==> src/rtl/nco_pkg.sv <==
// nco_pkg: shared widths and sample-conditioning helpers for the NCO back end.
//   DATA_W_DEF / AMP_W_DEF : default sample and gain widths
//   offset_bin()           : two's complement -> offset binary (flip MSB)
//   amp_scale()            : (conv * (amp+1)) >> aw, never exceeds conv
// Helpers work on a generous fixed word so callers of any width up to MAX_W
// can share them; callers cast in and out at their own width.
package nco_pkg;

    localparam int DATA_W_DEF = 8;
    localparam int AMP_W_DEF  = 4;
    localparam int MAX_W      = 16;
    localparam int PROD_W     = 2 * MAX_W + 1;

    typedef logic [MAX_W-1:0]  word_t;
    typedef logic [PROD_W-1:0] prod_t;

    // w is the live sample width; only bit w-1 is inverted.
    function automatic word_t offset_bin(input word_t s, input int unsigned w);
        return s ^ (word_t'(1) << (w - 1));
    endfunction

    // amp+1 ranges 1..2^aw, so the shifted product is at most conv.
    function automatic word_t amp_scale(input word_t c, input word_t a, input int unsigned aw);
        prod_t p;
        p = prod_t'(c) * (prod_t'(a) + prod_t'(1));
        return word_t'(p >> aw);
    endfunction

endpackage

==> src/rtl/nco_dead_time.sv <==
// nco_dead_time: turns the raw PWM level into complementary gate drives with
// a dead band after every transition.
//   clk, rst      : clock, async active-low reset
//   raw           : registered raw PWM level
//   running       : modulator running (already qualified with enable)
//   pwm_out       : high-side drive, registered
//   pwm_out_n     : low-side drive, registered
// A raw edge, or the start of running, loads DEAD into the counter; a side
// only drives once the counter has drained, so pulses of DEAD clocks or
// fewer are swallowed and the two sides can never overlap.
module nco_dead_time
    import nco_pkg::*;
#(
    parameter int DEAD = 2
) (
    input  logic clk,
    input  logic rst,
    input  logic raw,
    input  logic running,
    output logic pwm_out,
    output logic pwm_out_n
);

    localparam int CW = 4;

    logic          raw_prev_q, run_prev_q;
    logic [CW-1:0] dead_q, dead_d;
    logic          pwm_q, pwm_d, pwm_n_q, pwm_n_d;
    logic          chg;

    always_comb begin
        // Run start counts as an edge so the low side also waits out the band.
        chg    = (raw != raw_prev_q) | (running & ~run_prev_q);
        dead_d = '0;
        if (running) begin
            if (chg)
                dead_d = CW'(DEAD);
            else if (dead_q != '0)
                dead_d = dead_q - CW'(1);
        end
        pwm_d   = running &  raw & (dead_d == '0);
        pwm_n_d = running & ~raw & (dead_d == '0);
    end

    always_ff @(posedge clk or negedge rst) begin
        if (!rst) begin
            raw_prev_q <= 1'b0;
            run_prev_q <= 1'b0;
            dead_q     <= '0;
            pwm_q      <= 1'b0;
            pwm_n_q    <= 1'b0;
        end else begin
            raw_prev_q <= raw;
            run_prev_q <= running;
            dead_q     <= dead_d;
            pwm_q      <= pwm_d;
            pwm_n_q    <= pwm_n_d;
        end
    end

    assign pwm_out   = pwm_q;
    assign pwm_out_n = pwm_n_q;

endmodule

==> src/rtl/nco_pwm_dac.sv <==
// nco_pwm_dac: PWM DAC stage fed by the NCO sample stream.
//   clk, rst        : clock, async active-low reset
//   en              : run enable
//   sample/_valid   : incoming sample and its valid
//   sample_ready    : holding register can take a sample this cycle
//   signed_in, amp  : sample format and gain, captured at accept
//   clr_underrun    : clears the sticky underrun flag
//   pwm_out(_n)     : complementary PWM drives with dead time
//   period_start    : pulse on the first clock of each PWM period
//   underrun        : sticky, a period began without a fresh sample
// Each accepted sample is scaled and parked in hold; at every period
// boundary (tick) hold moves into duty, and one period of 2^DATA_W clocks
// renders it. Without a fresh sample the old duty is replayed.
module nco_pwm_dac
    import nco_pkg::*;
#(
    parameter int DATA_W = DATA_W_DEF,
    parameter int AMP_W  = AMP_W_DEF,
    parameter int DEAD   = 2
) (
    input  logic              clk,
    input  logic              rst,
    input  logic              en,
    input  logic [DATA_W-1:0] sample,
    input  logic              sample_valid,
    output logic              sample_ready,
    input  logic              signed_in,
    input  logic [AMP_W-1:0]  amp,
    input  logic              clr_underrun,
    output logic              pwm_out,
    output logic              pwm_out_n,
    output logic              period_start,
    output logic              underrun
);

    logic [DATA_W-1:0] cnt_q, cnt_d, duty_q, duty_d, hold_q, hold_d;
    logic [DATA_W-1:0] conv, scaled;
    logic              hold_full_q, hold_full_d, running_q, running_d;
    logic              raw_q, raw_d, ps_q, und_q, und_d;
    logic              tick, accept, run_en;

    assign tick         = en & (~running_q | (cnt_q == '1));
    // A tick frees hold in the same cycle, so a back-to-back sample is never stalled.
    assign sample_ready = ~hold_full_q | tick;
    assign accept       = sample_valid & sample_ready;
    assign run_en       = running_q & en;

    assign conv   = signed_in ? DATA_W'(offset_bin(word_t'(sample), DATA_W)) : sample;
    assign scaled = DATA_W'(amp_scale(word_t'(conv), word_t'(amp), AMP_W));

    always_comb begin
        hold_d      = hold_q;
        hold_full_d = hold_full_q;
        duty_d      = duty_q;
        und_d       = und_q;
        running_d   = running_q;
        cnt_d       = cnt_q;

        if (tick && hold_full_q) begin
            duty_d      = hold_q;
            hold_full_d = 1'b0;
        end

        // A fresh underrun beats a coincident clear.
        if (tick && !hold_full_q && running_q)
            und_d = 1'b1;
        else if (clr_underrun)
            und_d = 1'b0;

        // Placed after the tick load so a same-cycle accept refills hold.
        if (accept) begin
            hold_d      = scaled;
            hold_full_d = 1'b1;
        end

        if (!en) begin
            running_d = 1'b0;
            cnt_d     = '0;
        end else if (tick) begin
            running_d = 1'b1;
            cnt_d     = '0;
        end else if (running_q) begin
            cnt_d = cnt_q + DATA_W'(1);
        end

        raw_d = run_en & (cnt_q < duty_q);
    end

    always_ff @(posedge clk or negedge rst) begin
        if (!rst) begin
            cnt_q       <= '0;
            duty_q      <= '0;
            hold_q      <= '0;
            hold_full_q <= 1'b0;
            running_q   <= 1'b0;
            raw_q       <= 1'b0;
            ps_q        <= 1'b0;
            und_q       <= 1'b0;
        end else begin
            cnt_q       <= cnt_d;
            duty_q      <= duty_d;
            hold_q      <= hold_d;
            hold_full_q <= hold_full_d;
            running_q   <= running_d;
            raw_q       <= raw_d;
            ps_q        <= tick;
            und_q       <= und_d;
        end
    end

    assign period_start = ps_q;
    assign underrun     = und_q;

    nco_dead_time #(.DEAD(DEAD)) u_dead (
        .clk      (clk),
        .rst      (rst),
        .raw      (raw_q),
        .running  (run_en),
        .pwm_out  (pwm_out),
        .pwm_out_n(pwm_out_n)
    );

endmodule

==> config.mk <==
export PLATFORM = sky130hd
export DESIGN_NAME = nco_pwm_dac
export DESIGN_NICKNAME = d
export VERILOG_FILES = /design/src/rtl/nco_pkg.sv /design/src/rtl/nco_dead_time.sv /design/src/rtl/nco_pwm_dac.sv
export SDC_FILE = /design/constraint.sdc
export NUM_CORES = 1
export LEC_CHECK = 0
export CORE_UTILIZATION = 50
export CTS_CLUSTER_SIZE = 28
export DETAILED_ROUTE_END_ITERATION = 10
export GPL_ROUTABILITY_DRIVEN = 0
export PLACE_DENSITY = 0.68
export SLEW_MARGIN = 10
export SYNTH_ARGS = -nofsm -noshare
export SYNTH_HDL_FRONTEND = slang
export SYNTH_SLANG_ARGS = --single-unit
==> constraint.sdc <==
create_clock -name clk -period 2.8 [get_ports clk]
set_input_delay 0.56 -clock clk [delete_from_list [all_inputs] [get_ports clk]]
set_output_delay 0.56 -clock clk [all_outputs]
set_load 0.01 [all_outputs]
* Word-level counts from Yosys, hierarchy flattened
Index checks and enable logic that the tools add are counted.
Storage, ports and cells: input port bits 18, register bits 37, output and inout bits 5, logic and storage cells 60
Operators by class: equal/unequal tests 4, muxes and demuxes 13, magnitude comparators 1, bitwise gates (word level) 17, reductions and logical operators 8, multipliers 1, $add $sub $neg 3
Operator list (number):
- $mux W8 | 4
- $mul A8 B5 Y12 | 1
- $mux W4 | 3
- $and A1 B1 Y1 | 9
- $add A8 B1 Y8 const B | 1
- $eq A8 B8 Y1 const B | 1
- $lt A8 B8 Y1 | 1
- $mux W1 | 6
- $add A4 B1 Y5 const B | 1
- $not A1 Y1 | 5
- $logic_not A4 Y1 | 1
- $reduce_bool A2 Y1 | 2
- $reduce_bool A4 Y1 | 1
- $sub A4 B1 Y4 const B | 1
- $logic_and A1 B1 Y1 | 3
- $ne A3 B1 Y1 const B | 1
- $or A1 B1 Y1 | 3
- $ne A2 B1 Y1 const B | 1
- $logic_not A1 Y1 | 1
- $ne A1 B1 Y1 | 1

* Longest topological paths before layout
Gate-level depths: netlist of run 1.
depth after elaboration 7, mapped depth 16, mapped depth without buffers 15

* Hierarchy
Synthesis of run 1 repeated with hierarchy kept, for this count alone.
Second synthesis, totals: cell total of the unflattened synthesis 272, area total of the unflattened synthesis 2812.7 um^2
By module, submodules not included:
- nco_pwm_dac | area an instance 2462.4 um^2, seq. area each 725.7 um^2, instances 1, cells each 242
- nco_dead_time | area an instance 350.3 um^2, seq. area each 200.2 um^2, instances 1, cells each 30

* Worst setup path before layout of run 1
OpenSTA, ideal clock, no wires.
path type input to register, start input port amp[0], end register hold_q[6], arrival 4.171 ns, buffers on the path 1, required time 2.659 ns, stages on the path 16, path slack -1.512 ns, setup time 0.141 ns, path through ha_1 and3_1 clkbuf_1 nand2_1 fa_1 inv_1 fa_1 inv_1 fa_1 inv_1 ha_1 a21o_1 a2111oi_0 a211oi_2 xnor2_1 a21oi_1
Between the ends: longest elaborated chain between the ends 2
RTL lines:
- from (decl) | RTL line nco_pwm_dac.sv:28 | input logic [AMP_W-1:0] amp,
- $add A4 B1 Y5 | RTL line nco_pkg.sv:25 | p = prod_t'(c) * (prod_t'(a) + prod_t'(1));
- $mul A8 B5 Y12 | RTL line nco_pkg.sv:25
- to (signal assigned) | RTL line nco_pwm_dac.sv:102 | hold_q <= hold_d;
- to (decl) | RTL line nco_pwm_dac.sv:36 | logic [DATA_W-1:0] cnt_q, cnt_d, duty_q, duty_d, hold_q, hold_d;
No other way between the ends. A chain may end at the register's enable or synchronous reset.

* Worst setup path in the final report of run 1
start input port amp[1], end register hold_q[5]
The elaborated chain is that of the path after synthesis.

==> results of run 1 <==
-- cell families after synthesis --
| logic type | after synthesis | synth area share [%] |
|---|---|---|
| simple gates | 84 | 16.5 |
| compound gates | 34 | 10.0 |
| flops | 37 | 32.3 |
| fa+ha+maj | 43 | 23.0 |
| mux | 14 | 7.34 |
| xor+xnor | 19 | 5.81 |
| buf+inv | 38 | 4.98 |
-- sequential cells by signal (all words and copies together) (netlist names) --
signal,cells
cnt_q,8
duty_q,8
hold_q,8
u_dead.dead_q,4
hold_full_q,1
period_start,1
raw_q,1
running_q,1
u_dead.pwm_out,1
u_dead.pwm_out_n,1
u_dead.raw_prev_q,1
u_dead.run_prev_q,1
underrun,1
-- worst max-delay path by stage --
stage,endpoint,slack [ps],from,depth (start not counted)
floorplan,hold_q[5]$_DFFE_PN0P_,-1030,amp[1],15
global placement,hold_q[7]$_DFFE_PN0P_,-1800,amp[1],16
detailed placement,hold_q[5]$_DFFE_PN0P_,-1870,amp[1],16
CTS,hold_q[5]$_DFFE_PN0P_,-1020,amp[0],16
global route,hold_q[7]$_DFFE_PN0P_,-1100,amp[1],16
finish,hold_q[5]$_DFFE_PN0P_,-960,amp[1],16
-- layer usage --
metal / routed length, um / GRT usage, % / vias up
met5: 0 / 0 / -
met1: 2890 / 29.6 / 1028
li1: - / - / 1020
met4: 14 / 3.40 / 0
met2: 2430 / 27.6 / 11
met3: 86 / 3.53 / 2
-- report_power, final --
group,leakage [nW],total [mW],switching [mW],internal [mW]
combinational,1.30,1.03,0.444,0.586
clock,0.0574,0.485,0.195,0.290
sequential,0.470,0.723,0.0711,0.652
total,1.83,2.24,0.710,1.53
-- synth_stat cells (2+ instances only) --
master / count / area share (%)
nor2_1: 13 / 1.7
nand2_1: 25 / 3.3
o21ai_0: 3 / 0.52
xor2_1: 7 / 2.1
a21oi_1: 4 / 0.70
nand4_1: 2 / 0.44
o2111ai_1: 2 / 0.61
dfrtp_1: 37 / 32
nor2b_1: 3 / 0.66
and3_2: 2 / 0.52
a211oi_2: 2 / 0.87
mux2_4: 14 / 7.3
clkbuf_1: 2 / 0.26
and3_1: 4 / 0.87
nand2b_1: 6 / 1.3
and2_1: 15 / 3.3
xnor2_1: 12 / 3.7
inv_1: 36 / 4.7
nand3_1: 6 / 1.0
a31oi_1: 3 / 0.66
fa_1: 16 / 11
a21o_1: 4 / 1.0
a211oi_1: 4 / 1.0
ha_1: 27 / 12
nor3_1: 2 / 0.35
o21a_1: 2 / 0.52
-- worst max-delay path, delay by kind of cell --
kind | cells | cell delay (ps)
adder cells (fa/ha/maj) | 5 | 1900
AO/OA/AOI/OAI | 3 | 590
multiplexers | 1 | 250
buffers and inverters | 4 | 240
XOR/XNOR | 1 | 100
AND/OR/NAND/NOR | 2 | 310
-- cell type report --
| class | count | area, um^2 |
|---|---|---|
| Timing Repair Buffer | 52 | 449 |
| Fill cell | 441 | 1740 |
| Tap cell | 72 | 90.1 |
| Multi-Input combinational cell | 194 | 2040 |
| Clock buffer | 6 | 82.6 |
| Inverter | 36 | 135 |
| Sequential cell | 37 | 926 |
| Clock inverter | 2 | 37.5 |
-- cells in the final DEF (no fill, tap or decap), drive strengths merged, types with 3 or more instances in the layout --
cell	instances
nand2	26
ha	27
a31oi	4
dfrtp	37
nor2b	3
nor2	13
a21o	4
xnor2	12
nand4	4
nand3	6
dlygate4sd2	5
mux2	14
inv	36
o21ai	3
clkbuf	6
a211oi	6
clkdlybuf4s50	13
buf	34
fa	16
and3	7
a21oi	4
xor2	7
and2	15
nand2b	6
-- repair_timing --
item / CTS / global route
cloned: 0 / 0
resized for setup: 42 / 5
endpoints found under the setup margin: 8 / 9
buffers inserted: 5 / 1
pin swaps: 26 / 9
hold endpoints to repair: 0 / 0
==> out/metrics.csv, run 1 <==
metric;value;unit
asr flop ratio synth;100;%
Wirelength per Cell;13.6;um
Crit-path slowest cell;fa_1;
Placed Area;3480;um^2
failing checks;setup timing;
CTS root buf;clkbuf_8;
PortBufs;22;
clock-pin transition on the worst setup and hold timing paths;80;ps
hold endpoint;u_dead.raw_prev_q$_DFF_PN0_;
Final #Nets;387;
Slew Viols, Final;0;
Remaining DRCs;0;
CTS buffer count;5;
Ys Warns;0;
critical-path cell list;buf_8, ha_4, and3_4, nand2_4, fa_1, inv_1, fa_1, inv_1, fa_1, inv_2, ha_4, a21o_4, o21a_1, a211oi_2, xnor2_1, mux2_4;
diode count;0;
Setup TNS;-6840;ps
clock skew;3.24;ps
syn nets;330;
die width;77.7;um
Max FO, Critical Path;6;
number of global-route vias before repair;1996;
largest net degree at the start of global routing;38;
Critical Path Max Stage Delay;540;ps
CP Class;input port to flip-flop;
final hold violations;0;
Max Cap Violations;0;
Vias;2061;
Worst Slack Setup Final;-962;ps
I/O pins;23;
min Tclk post-route;3760;ps
crit share post-route;134;%
leakage power;1.83;nW
Layout Cells excl Fill;399;
R2R Setup Slk;990;ps
min-delay src;raw_q$_DFF_PN0_;
type of the most critical hold path;flip-flop to flip-flop;
ys flop type;dfrtp_1;
RSZ-0062 raised after global routing;yes;
Crit Reg-Reg Endpoint;hold_q[0]$_DFFE_PN0P_;
die height;77.7;um
Worst IR Drop VDD;393;uV
WHS Path Cells;0;
flops & latches, synth;37;
hold buffer count at cts;0;
most frequent cell on the critical path;fa_1;
power per standard cell area;595;nW/um^2
later-pin clock latency in the skew report;280;ps
CTS tree;yes;
die area;6030;um^2
gr ovfl total;0;
Final HPWL DP;4.04;mm
total power;2.24;mW
Reg2Reg Launch Point;cnt_q[0]$_DFFE_PN0P_;
Post-Syn Area;2860;um^2
clock sinks;37;
gr usage total;19.1;%
Core Area;5510;um^2
DRT iter0 DRCs;47;
Final Util;68.3;%
initial antenna violation count;0;
Final setup viols;8;
Clock Tree Buf Depth;2;
drt pass-1 iters;4;
worst hold slack;444;ps
Mapped Cells;269;
Tightest Pin Transition;467;ps
Req. time, crit path;2970;ps
Layout area overhead;31.4;%
layout cells sized above 1;29.4;%
Site Rows;27;
Rel. slew slack;68.9;%
Post-synth EDFFs;0;
Syn Area/Cell;10.6;um^2
htree depth;2;
Avg Vias per Cell;5.17;
R2R depth;4;
Worst Path Arrival;3940;ps
crit path capture type;flip-flop;
final instance area;3760;um^2
status;finished with violations;
Detailed Route WL;5.42;mm
ANT nets after route;0;
dpl cells;385;
first-pass GRT wire length;9.18;mm
CP Launch Type;input port;
Yosys cell types;42;
Starting Density;52.0;%
Max Fclk;266;MHz
worst slack, placed;-1870;ps
register area share after synthesis;32.3;%
(Power assumes the default switching activity.)
==> run 2, diff against run 1 <==
--- a/config.mk
+++ b/config.mk
@@ -10,7 +10,6 @@
 export DETAILED_ROUTE_END_ITERATION = 10
 export GPL_ROUTABILITY_DRIVEN = 0
 export PLACE_DENSITY = 0.68
-export SLEW_MARGIN = 10
 export SYNTH_ARGS = -nofsm -noshare
 export SYNTH_HDL_FRONTEND = slang
 export SYNTH_SLANG_ARGS = --single-unit
==> results of run 2 <==
Final layout, timing and power as in run 1 (identical DEF).
==> run 3, diff against run 2 <==
--- a/config.mk
+++ b/config.mk
@@ -5,6 +5,7 @@
 export SDC_FILE = /design/constraint.sdc
 export NUM_CORES = 1
 export LEC_CHECK = 0
+export CAP_MARGIN = 10
 export CORE_UTILIZATION = 50
 export CTS_CLUSTER_SIZE = 28
 export DETAILED_ROUTE_END_ITERATION = 10
==> results of run 3 <==
Final layout, timing and power as in run 1 (identical DEF).
